--- config.mk ---
export PLATFORM = sky130hd
export DESIGN_NAME = seq_multiplier_ctrl_flat
export DESIGN_NICKNAME = d
export VERILOG_FILES = /design/src/rtl/seq_multiplier_ctrl_if.sv /design/src/rtl/seq_multiplier_ctrl.sv /design/src/flat_wrapper.sv
export SDC_FILE = /design/constraint.sdc
export NUM_CORES = 1
export LEC_CHECK = 0
export ABC_AREA = 1
export CAP_MARGIN = 0
export CORE_ASPECT_RATIO = 1.4
export CORE_UTILIZATION = 33
export CTS_CLUSTER_DIAMETER = 150
export DETAILED_ROUTE_END_ITERATION = 8
export SLEW_MARGIN = 20
export SYNTH_ARGS = -nofsm -noshare
export SYNTH_HDL_FRONTEND = slang
export SYNTH_SLANG_ARGS = --single-unit
--- constraint.sdc ---
create_clock -name Clk -period 2.6 [get_ports Clk]
set_clock_uncertainty 0.05 [all_clocks]
set_input_delay 0.52 -clock Clk [delete_from_list [all_inputs] [get_ports Clk]]
set_output_delay 0.52 -clock Clk [all_outputs]
set_load 0.03 [all_outputs]
--- src/rtl/seq_multiplier_ctrl_if.sv ---
// Operand/control/result bundle for the sequential multiplier.
// The front end drives Run, Signed_Mode and the operands (master); the
// multiplier returns Busy, Done, Product and its state code (slave).
interface seq_multiplier_ctrl_if #(
  parameter int WIDTH = 8
);
  logic                 Run;
  logic                 Signed_Mode;
  logic [WIDTH-1:0]     Multiplicand;
  logic [WIDTH-1:0]     Multiplier;
  logic                 Busy;
  logic                 Done;
  logic [2*WIDTH-1:0]   Product;
  logic [2:0]           state_dbg;

  modport master (
    output Run, Signed_Mode, Multiplicand, Multiplier,
    input  Busy, Done, Product, state_dbg
  );

  modport slave (
    input  Run, Signed_Mode, Multiplicand, Multiplier,
    output Busy, Done, Product, state_dbg
  );
endinterface

--- src/rtl/seq_multiplier_ctrl.sv ---
// Sequential shift-add multiplier: control FSM, step counter and the
// A/B/X/S datapath. Signed mode uses a subtract on the final bit to
// correct for the multiplier sign bit; STEP_MODE=1 fuses add and shift.
//
// Handshake: Run is a level request. An operation starts when Run is
// sampled high in IDLE; Busy is high from LOAD until the last shift, and
// Done is high while the result sits in DONE. The FSM leaves DONE only
// once Run is sampled low, so a held Run never starts a second operation.
// Operands and Signed_Mode are sampled only in LOAD.
module seq_multiplier_ctrl #(
  parameter int WIDTH     = 8,
  parameter int STEP_MODE = 0
) (
  input  logic                  Clk,
  input  logic                  Reset_n,
  seq_multiplier_ctrl_if.slave  bus
);

  localparam int CW = $clog2(WIDTH);

  typedef enum logic [2:0] {
    IDLE  = 3'd0,
    LOAD  = 3'd1,
    ADD   = 3'd2,
    SHIFT = 3'd3,
    STEP  = 3'd4,
    DONE  = 3'd5
  } state_t;

  state_t           state;
  logic [WIDTH-1:0] a;
  logic [WIDTH-1:0] b;
  logic [WIDTH-1:0] s;
  logic             x;
  logic             sgn;
  logic [CW-1:0]    cnt;
  logic             busy;
  logic             done;

  logic             last;
  logic [WIDTH:0]   add_xa;
  logic [WIDTH:0]   sh_src;
  logic [WIDTH-1:0] sh_a;
  logic [WIDTH-1:0] sh_b;
  logic             sh_x;

  // Add rule and shift rule as combinational next values for {X,A,B}.
  always_comb begin
    last   = (cnt == CW'(WIDTH - 1));
    add_xa = {x, a};
    if (b[0]) begin
      if (sgn) begin
        if (last) add_xa = {a[WIDTH-1], a} - {s[WIDTH-1], s};
        else      add_xa = {a[WIDTH-1], a} + {s[WIDTH-1], s};
      end else begin
        add_xa = {1'b0, a} + {1'b0, s};
      end
    end
    // The fused step shifts the freshly added value; SHIFT uses the registers.
    sh_src = (state == STEP) ? add_xa : {x, a};
    sh_a   = {sh_src[WIDTH], sh_src[WIDTH-1:1]};
    sh_b   = {sh_src[0], b[WIDTH-1:1]};
    sh_x   = sgn ? sh_src[WIDTH] : 1'b0;
  end

  // Control FSM with datapath registers and registered Busy/Done.
  always_ff @(posedge Clk or negedge Reset_n) begin
    if (!Reset_n) begin
      state <= IDLE;
      a     <= '0;
      b     <= '0;
      s     <= '0;
      x     <= 1'b0;
      sgn   <= 1'b0;
      cnt   <= '0;
      busy  <= 1'b0;
      done  <= 1'b0;
    end else begin
      case (state)
        IDLE: begin
          if (bus.Run) begin
            state <= LOAD;
            busy  <= 1'b1;
            done  <= 1'b0;
          end
        end
        LOAD: begin
          a     <= '0;
          x     <= 1'b0;
          b     <= bus.Multiplier;
          s     <= bus.Multiplicand;
          sgn   <= bus.Signed_Mode;
          cnt   <= '0;
          state <= (STEP_MODE != 0) ? STEP : ADD;
        end
        ADD: begin
          {x, a} <= add_xa;
          state  <= SHIFT;
        end
        SHIFT, STEP: begin
          a   <= sh_a;
          b   <= sh_b;
          x   <= sh_x;
          cnt <= cnt + CW'(1);
          if (last) begin
            state <= DONE;
            busy  <= 1'b0;
            done  <= 1'b1;
          end else begin
            state <= (state == STEP) ? STEP : ADD;
          end
        end
        DONE: begin
          if (!bus.Run) begin
            state <= IDLE;
            done  <= 1'b0;
          end
        end
        default: begin
          state <= IDLE;
          busy  <= 1'b0;
          done  <= 1'b0;
        end
      endcase
    end
  end

  assign bus.Busy      = busy;
  assign bus.Done      = done;
  assign bus.Product   = {a, b};
  assign bus.state_dbg = state;

endmodule

--- src/flat_wrapper.sv ---
// flat-port wrapper written by rule: the top's interface ports become plain ports
module seq_multiplier_ctrl_flat 
#(
  parameter int WIDTH     = 8,
  parameter int STEP_MODE = 0
)
  (Clk, Reset_n, bus_Run, bus_Signed_Mode, bus_Multiplicand, bus_Multiplier, bus_Busy, bus_Done, bus_Product, bus_state_dbg);
  seq_multiplier_ctrl_if #(.WIDTH(WIDTH)) bus_i ();
  input  logic Clk;
  input  logic Reset_n;
  input wire logic [$bits(bus_i.Run)-1:0] bus_Run;
  input wire logic [$bits(bus_i.Signed_Mode)-1:0] bus_Signed_Mode;
  input wire logic [$bits(bus_i.Multiplicand)-1:0] bus_Multiplicand;
  input wire logic [$bits(bus_i.Multiplier)-1:0] bus_Multiplier;
  output wire logic [$bits(bus_i.Busy)-1:0] bus_Busy;
  output wire logic [$bits(bus_i.Done)-1:0] bus_Done;
  output wire logic [$bits(bus_i.Product)-1:0] bus_Product;
  output wire logic [$bits(bus_i.state_dbg)-1:0] bus_state_dbg;
  assign bus_i.Run = bus_Run;
  assign bus_i.Signed_Mode = bus_Signed_Mode;
  assign bus_i.Multiplicand = bus_Multiplicand;
  assign bus_i.Multiplier = bus_Multiplier;
  assign bus_Busy = bus_i.Busy;
  assign bus_Done = bus_i.Done;
  assign bus_Product = bus_i.Product;
  assign bus_state_dbg = bus_i.state_dbg;
  seq_multiplier_ctrl #(.WIDTH(WIDTH), .STEP_MODE(STEP_MODE)) u_core (.Clk(Clk), .Reset_n(Reset_n), .bus(bus_i));
endmodule
==> impl_metrics.env <==
export IMPL_place_congestion=0.9551
export IMPL_root_buffer="clkbuf_8"
export IMPL_layout_min_cycle_time_ps=2610
export IMPL_path_class="flip-flop to flip-flop"
export IMPL_final_layout_size_suffix_gt1_share_pct=20.40
export IMPL_ios=41
export IMPL_h_tree_depth=2
export IMPL_clock_sinks=34
export IMPL_end_kind="flip-flop"
export IMPL_coreArea_sq_um=7893
export IMPL_final_common_cell="nand2_1"
export IMPL_portBuffers=40
export IMPL_die_area_sq_um=8665
export IMPL_async_reset_ff_share_pct=100.0
export IMPL_synth_xor_area_share_pct=2.241
export IMPL_violations="setup timing"
export IMPL_start_util_pct=34.67
export IMPL_whs_ps=451.8
export IMPL_required_ps=2740
export IMPL_wl_met2_microns=3991
export IMPL_grt_pass1_wl_microns=12270
export IMPL_synth_edf_count=0
export IMPL_min_period_over_period_pct=100.4
export IMPL_cts_tree="yes"
export IMPL_hold_class="flip-flop to flip-flop"
export IMPL_wl_per_cell_microns=13.76
export IMPL_path_depth=19
export IMPL_synthAdderAreaFrac_pct=10.15
export IMPL_ff2ff_setup_slack_ps=-10
export IMPL_rsz0062_at_grt="true"
export IMPL_slew_headroom_pct=68.02
export IMPL_r2r_end="u_core.x"
export IMPL_grtUsageTotal_pct=18.53
export IMPL_synth_compound_area_share_pct=15.04
export IMPL_drt_total_wl_microns=7583
export IMPL_setup_slack_ps=-10.25
export IMPL_clk_pin_slew_ps=80
export IMPL_crit_buf_inv=2
export IMPL_ys_types=44
export IMPL_fmax_mhz=383.1
export IMPL_grt_pass1_vias=2692
export IMPL_ant_nets=0
export IMPL_dr_pass1_iters=4
export IMPL_most_common_layout_cells="nand2_1, inv_1, nand3_1, clkdlybuf4s50_1, dfrtp_1"
export IMPL_worstPathArrival_ps=2750
export IMPL_clockBufferDepth=2
export IMPL_final_nets=491
export IMPL_r2r_start="u_core.cnt[1]"
export IMPL_avgViaCountPerCell=5.027
export IMPL_finalSetupViolCount=1
export IMPL_highest_layer="met4"
export IMPL_remaining_drc_errors=0
export IMPL_seq_area_frac_synth_pct=31.09
export IMPL_muxShareOfSynthArea_pct=1.235
export IMPL_syn_to_final_growth_pct=35.99
export IMPL_netlist_area_sq_um=2736
export IMPL_synthSimpleGateAreaFrac_pct=30.54
export IMPL_antenna_found_initial=0
export IMPL_antenna_cells=0
export IMPL_cp_common_cell="nand2_1"
export IMPL_gr_total_overflow=0
export IMPL_critPathMaxStageDelay_ps=390
export IMPL_hold_path_depth=2
export IMPL_netlist_instances=380
export IMPL_met1Wirelength_microns=3146
export IMPL_wl_met3_microns=247
export IMPL_die_h_microns=109.7
export IMPL_finalNonFillerCells=551
export IMPL_fill_cells=818
export IMPL_min_delay_start="u_core.bus.Busy"
export IMPL_dp_cells=537
export IMPL_yosysWarningCount=0
export IMPL_grt_max_degree=35
export IMPL_critical_path_max_fanout=4
export IMPL_cp_start_kind="flip-flop"
export IMPL_crit_chain="ha_2 > ha_4 > buf_6 > a31oi_4 > xor2_1 > inv_1 > ha_4 > a21oi_4 > nand2_2 > nand2_1 > nand3_1 > nand3_1 > nand3_1 > nand2_1 > nand2_1 > nand2_1 > nand2_1 > nand2_1 > nand2_1"
export IMPL_maxCapViolCount=0
export IMPL_dp_final_hpwl_microns=5793
export IMPL_min_to="u_core.bus.Busy"
export IMPL_ys_ff_latch=34
export IMPL_drt_iter0_drc=144
export IMPL_syn_avg_cell_area_sq_um=7.201
export IMPL_yosysTopAreaCell="dfrtp_1"
export IMPL_die_w_microns=78.96
export IMPL_crit_family="simple AND/OR/NAND/NOR gates"
export IMPL_regArea_sq_um=850.8
export IMPL_slew_viol_final=0
export IMPL_syn_nets=421
export IMPL_tightest_slew_ps=479.7
export IMPL_worstSkewPairLatency_ps=290
export IMPL_multi_input_area_sq_um=1803
export IMPL_cts_made_buffers=5
export IMPL_dr_total_vias=2770
export IMPL_r2r_cells=19
export IMPL_synth_top_flop_cell="dfrtp_1"
export IMPL_std_cell_rows=38
export IMPL_ys_top_cells_by_area="dfrtp_1, nand2_1, ha_1, nand3_1, inv_1"
export IMPL_hold_violations=0
export IMPL_status="complete, but fails checks"
export IMPL_synth_top_family_by_area="simple AND/OR/NAND/NOR gates"
export IMPL_cpMaxStageDelayCell="dfrtp_1"
export IMPL_synth_top_area_share_pct=31.09
final cells by class:
class                      count  area share (%)
tap                          100           3.362
clock inverter                 3          0.5716
timing repair buffer          72           17.32
sequential                    34           22.86
multi-input combinational    283           48.45
inverter                      54           5.582
clock buffer                   5           1.849
stage by stage:
step	instance area (sq um)	setup slack, ps	TNS, ps	util (%)
2_1_floorplan	2753	18.22	0	-
3_3_place_gp	3416	-133.7	-669.4	43.28
3_5_place_dp	3416	-175.4	-901.8	43.28
4_1_cts	3603	1.325	0	45.66
5_1_grt	3721	-191.5	-861.8	47.15
6_report	3721	-10.25	-10.25	47.15
cell usage after synthesis, types with 3 or more instances:
master	n
o22ai_1	3
nand3_1	44
nor3_1	3
or2_2	3
mux2_2	3
xnor2_1	3
o21ai_0	19
clkbuf_1	3
inv_2	6
nor2_1	28
ha_1	19
o211ai_1	5
o21ai_1	5
a21oi_1	26
dfrtp_1	34
inv_1	47
nand4_1	5
nand2_1	88
xor2_1	4
kinds of logic (layout without fill, tap and decap cells):
family	after synthesis	in the layout
and+or+nand+nor	181	181
buffers and inverters	63	134
DFF	34	34
AOI/OAI and AO/OA	71	71
muxes	3	3
adders and majority gates	21	21
xor gates and xnor gates	7	7
registers in the layout (all words and copies together) (netlist names):
name / cells
u_core.cnt: 3
u_core.s: 8
u_core.bus.Busy: 1
u_core.b: 8
u_core.sgn: 1
u_core.x: 1
u_core.a: 8
u_core.bus.state_dbg: 3
u_core.bus.Done: 1
worst register-to-register path, delay by kind of cell (launching register included):
family                     cells  cell delay, ps
and+or+nand+nor               11             770
adders and majority gates      3             650
DFF                            1             390
AOI/OAI and AO/OA              2             270
buffers and inverters          2             210
xor gates and xnor gates       1             150
worst max-delay path by stage:
stage	start	to	slack, ps
floorplan	u_core.cnt[0]	u_core.x	20
global placement	u_core.cnt[0]	u_core.a[2]	-130
detailed placement	u_core.cnt[0]	u_core.x	-180
CTS	u_core.cnt[0]	u_core.a[5]	1
global route	u_core.cnt[1]	u_core.x	-190
finish	u_core.cnt[1]	u_core.x	-10
layer usage:
layer,GRT usage [%],vias up
li1,-,1408
met2,34.98,63
met4,8.961,0
met5,0,-
met1,20.41,1286
met3,1.909,13
timing repair:
item                                    in CTS  in global routing
buffers inserted                             1                  5
gates resized for setup                     18                 20
hold buffers                                 0                  0
pin swaps                                    3                 14
endpoints found under the setup margin       8                  8
Power is left out: the tool's default activity adds up to more than one toggle a clock period on the data nets, which glitch-free logic cannot reach.
==> variant: new RTL, same flow settings <==
`STEP_MODE` is set to 0 in 2 places; all go to 1.
--- a/src/rtl/seq_multiplier_ctrl.sv
+++ b/src/rtl/seq_multiplier_ctrl.sv
@@ -9,7 +9,7 @@
 // Operands and Signed_Mode are sampled only in LOAD.
 module seq_multiplier_ctrl #(
   parameter int WIDTH     = 8,
-  parameter int STEP_MODE = 0
+  parameter int STEP_MODE = 1
 ) (
   input  logic                  Clk,
   input  logic                  Reset_n,
--- a/src/flat_wrapper.sv
+++ b/src/flat_wrapper.sv
@@ -2,7 +2,7 @@
 module seq_multiplier_ctrl_flat 
 #(
   parameter int WIDTH     = 8,
-  parameter int STEP_MODE = 0
+  parameter int STEP_MODE = 1
 )
   (Clk, Reset_n, bus_Run, bus_Signed_Mode, bus_Multiplicand, bus_Multiplier, bus_Busy, bus_Done, bus_Product, bus_state_dbg);
   seq_multiplier_ctrl_if #(.WIDTH(WIDTH)) bus_i ();
Behaviour: not the same (Yosys sat finds a counterexample within 4 cycles, from zero or initial values and one cycle with Reset_n low).
==> variant against the unedited design <==
  * Routed wire length is 4.7% higher
  * First-iteration DRC count shrank 21%
  * Critical path depth shrank 3
  * Via count up 0.36%
  * Setup slack improved by 0.047 ns
  * Sequential cell count is the same
  * Area after synthesis decreased by 3.0%
  * Cell area up 0.20%
  * Non-clock buffer count is 3 lower
  * Core utilization is 0.96 points higher
==> variant: results (changes against the unedited design) <==
| Metric | Value |
|---|---|
| Relative slew slack | `69.31% (+1.3 points)` |
| DP Wirelength | `5945 um (+2.6%)` |
| Synth cell count leaders | `nand2_1 (118), nand3_1 (40), inv_1 (38)` |
| Crit-path max FO | `8 (+4)` |
| Routed wire length | `7939 um (+4.7%)` |
| Ranking of synthesized cells by area | `dfrtp_1 (32%), nand2_1 (17%), ha_1 (9.0%)` |
| Num CTS Buffers | `5 (unchanged)` |
| TritonRoute pass-1 iters | `4 (unchanged)` |
| EDFF count, synth | `0 (unchanged)` |
| R2R Path Start | `u_core.cnt[1]$_DFFE_PN0P_` |
| R2R Setup Slk | `0.04 ns (+0.05 ns)` |
| N_diodes | `0 (unchanged)` |
| R2R depth | `16 (-3)` |
| Unique cell type count in the Yosys netlist | `38 (-14%)` |
| Nets | `487 (-0.81%)` |
| H-Tree Depth | `2 (unchanged)` |
| Largest net degree at the start of global routing | `35 (unchanged)` |
| IO buf count | `40 (unchanged)` |
| Seq/Total Area, Yosys | `32.06% (+0.97 points)` |
| Synth warn | `0 (unchanged)` |
| R2r endpoint | `u_core.x$_DFFE_PN0P_` |
| Top Registers | `u_core.a x8, u_core.b x8, u_core.s x8` |
| GR Util met2 | `37.48% (+2.5 points)` |
| Vias in the first global route | `2765 (+2.7%)` |
| Switching Power | `2.875 mW` |
| Longest Clk Path Bufs | `2 (unchanged)` |
| Crit path DAT | `2.69 ns (-0.06 ns)` |
| Hold depth | `2 (unchanged)` |
| Hold Crit Class | `reg -> reg` |
| VDD IR max | `0.0007354 V` |
| Share of cells above drive strength 1 | `20.40% (about the same)` |
| Vias/cell | `5.092 (+1.3%)` |
| Global-route wire length before repair | `12870 um (+4.9%)` |
| Async SR Flop Fraction | `100.0% (unchanged)` |
| Filler cells | `766 (-6.4%)` |
| Initial antenna violation count | `0 (unchanged)` |
| All-Layer GR Usage | `19.60% (+1.1 points)` |
| CP delay by family, top | `adder cells` |
| Hold Startpoint | `u_core.bus.Done$_DFFE_PN0P_` |
| Met3 GRT Util | `2.194% (+0.29 points)` |
| GRT met1 Usage | `21.38% (+0.97 points)` |
| Crit-path slowest cell | `dfrtp_1` |
| Syn nets | `418 (-0.71%)` |
| GP Congestion | `0.8771 (-8.2%)` |
| Starting DRT DRC Count | `114 (-21%)` |
| Skew-Pair Late Insertion Delay | `0.28 ns` |
| Crit start category | `flip-flop` |
| LEAKAGE | `roughly 1.8 nW` |
| WHS Endpoint | `u_core.bus.Done$_DFFE_PN0P_` |
| Status | `completed` |
==> variant: changes by cell type in the layout (fill, tap and decap cells not counted), moves of 4 or more <==
cell     before  now
nand2_1      85  110
inv_1        46   33
nor2_1       26   15
a22oi_1       0    7
nand3_1      40   35
o21ai_0      14   19
nand2_2       4    8
o21ai_1       7    3
==> variant: what timing repair did <==
action,CTS,global route
gates resized for setup,14,42
pin swaps,2,24
endpoints found under the setup margin,7,8
buffers inserted,0,5
==> variant: kinds of logic (layout without fill, tap and decap cells) <==
| kind of cell | after synthesis | count (layout) | share of synthesized area (%) |
|---|---|---|---|
| flip-flops | 34 | 34 | 32.06 |
| AND/OR/NAND/NOR | 192 | 192 | 31.40 |
| AO/OA/AOI/OAI | 71 | 71 | 15.80 |
| buffers and inverters | 53 | 122 | 8.298 |
| adder cells (fa/ha/maj) | 21 | 21 | 10.47 |
| XOR/XNOR | 6 | 6 | 1.980 |
==> variant: per-layer routing <==
layer / vias to the layer above / wire (um) / part of all wire, %
met3: 21 / 281 / 3.5
met1: 1298 / 3157 / 40
met5: - / 0 / 0
met4: 0 / 307 / 3.9
met2: 71 / 4192 / 53
li1: 1390 / - / -
==> variant: how the worst max path moves through the flow <==
stage	end	slack [ns]	depth (start not counted)
after global placement	u_core.x$_DFFE_PN0P_	-0.17	16
after floorplan	u_core.x$_DFFE_PN0P_	0.003	17
final	u_core.x$_DFFE_PN0P_	0.04	16
after CTS	u_core.x$_DFFE_PN0P_	0.0006	16
after detailed placement	u_core.x$_DFFE_PN0P_	-0.18	16
after global routing	u_core.x$_DFFE_PN0P_	-0.11	18
==> variant: area by class of cell <==
class	instances	share of cell area, %
sequential	34	22.82
multi-input combinational	290	49.23
clock buffer	6	2.215
inverter	46	4.899
tap	100	3.356
timing repair buffer	69	16.68
clock inverter	1	0.8054
==> variant: tightest hold or removal path: cells and delay by family, from the launching register on <==
kind / cells / cell delay, ns
flops: 1 / 0.35
compound gates: 1 / 0.06
simple gates: 1 / 0.05
==> variant: metrics by stage <==
stage | hold WS (ns) | std cells | worst slack (ns) | instance area (sq um)
2_1_floorplan | 0.1744 | 377 | 0.002802 | 2654
3_3_place_gp | 0.4266 | 534 | -0.1716 | 3317
5_1_grt | 0.4838 | 546 | -0.1080 | 3729
3_5_place_dp | 0.4427 | 534 | -0.1758 | 3317
6_report | 0.4475 | 546 | 0.03630 | 3729
4_1_cts | 0.4616 | 541 | 0.0005658 | 3521
==> variant: power groups by stage <==
stage | sequential (mW) | clock [mW] | combinational [mW]
floorplan | 1.19 | 0 | 2.12
global placement | 1.05 | 0 | 3.45
detailed placement | 1.05 | 0 | 3.49
CTS | 1.06 | 0.514 | 3.67
global route | 1.10 | 0.532 | 4.54
finish | 1.07 | 0.501 | 4.09
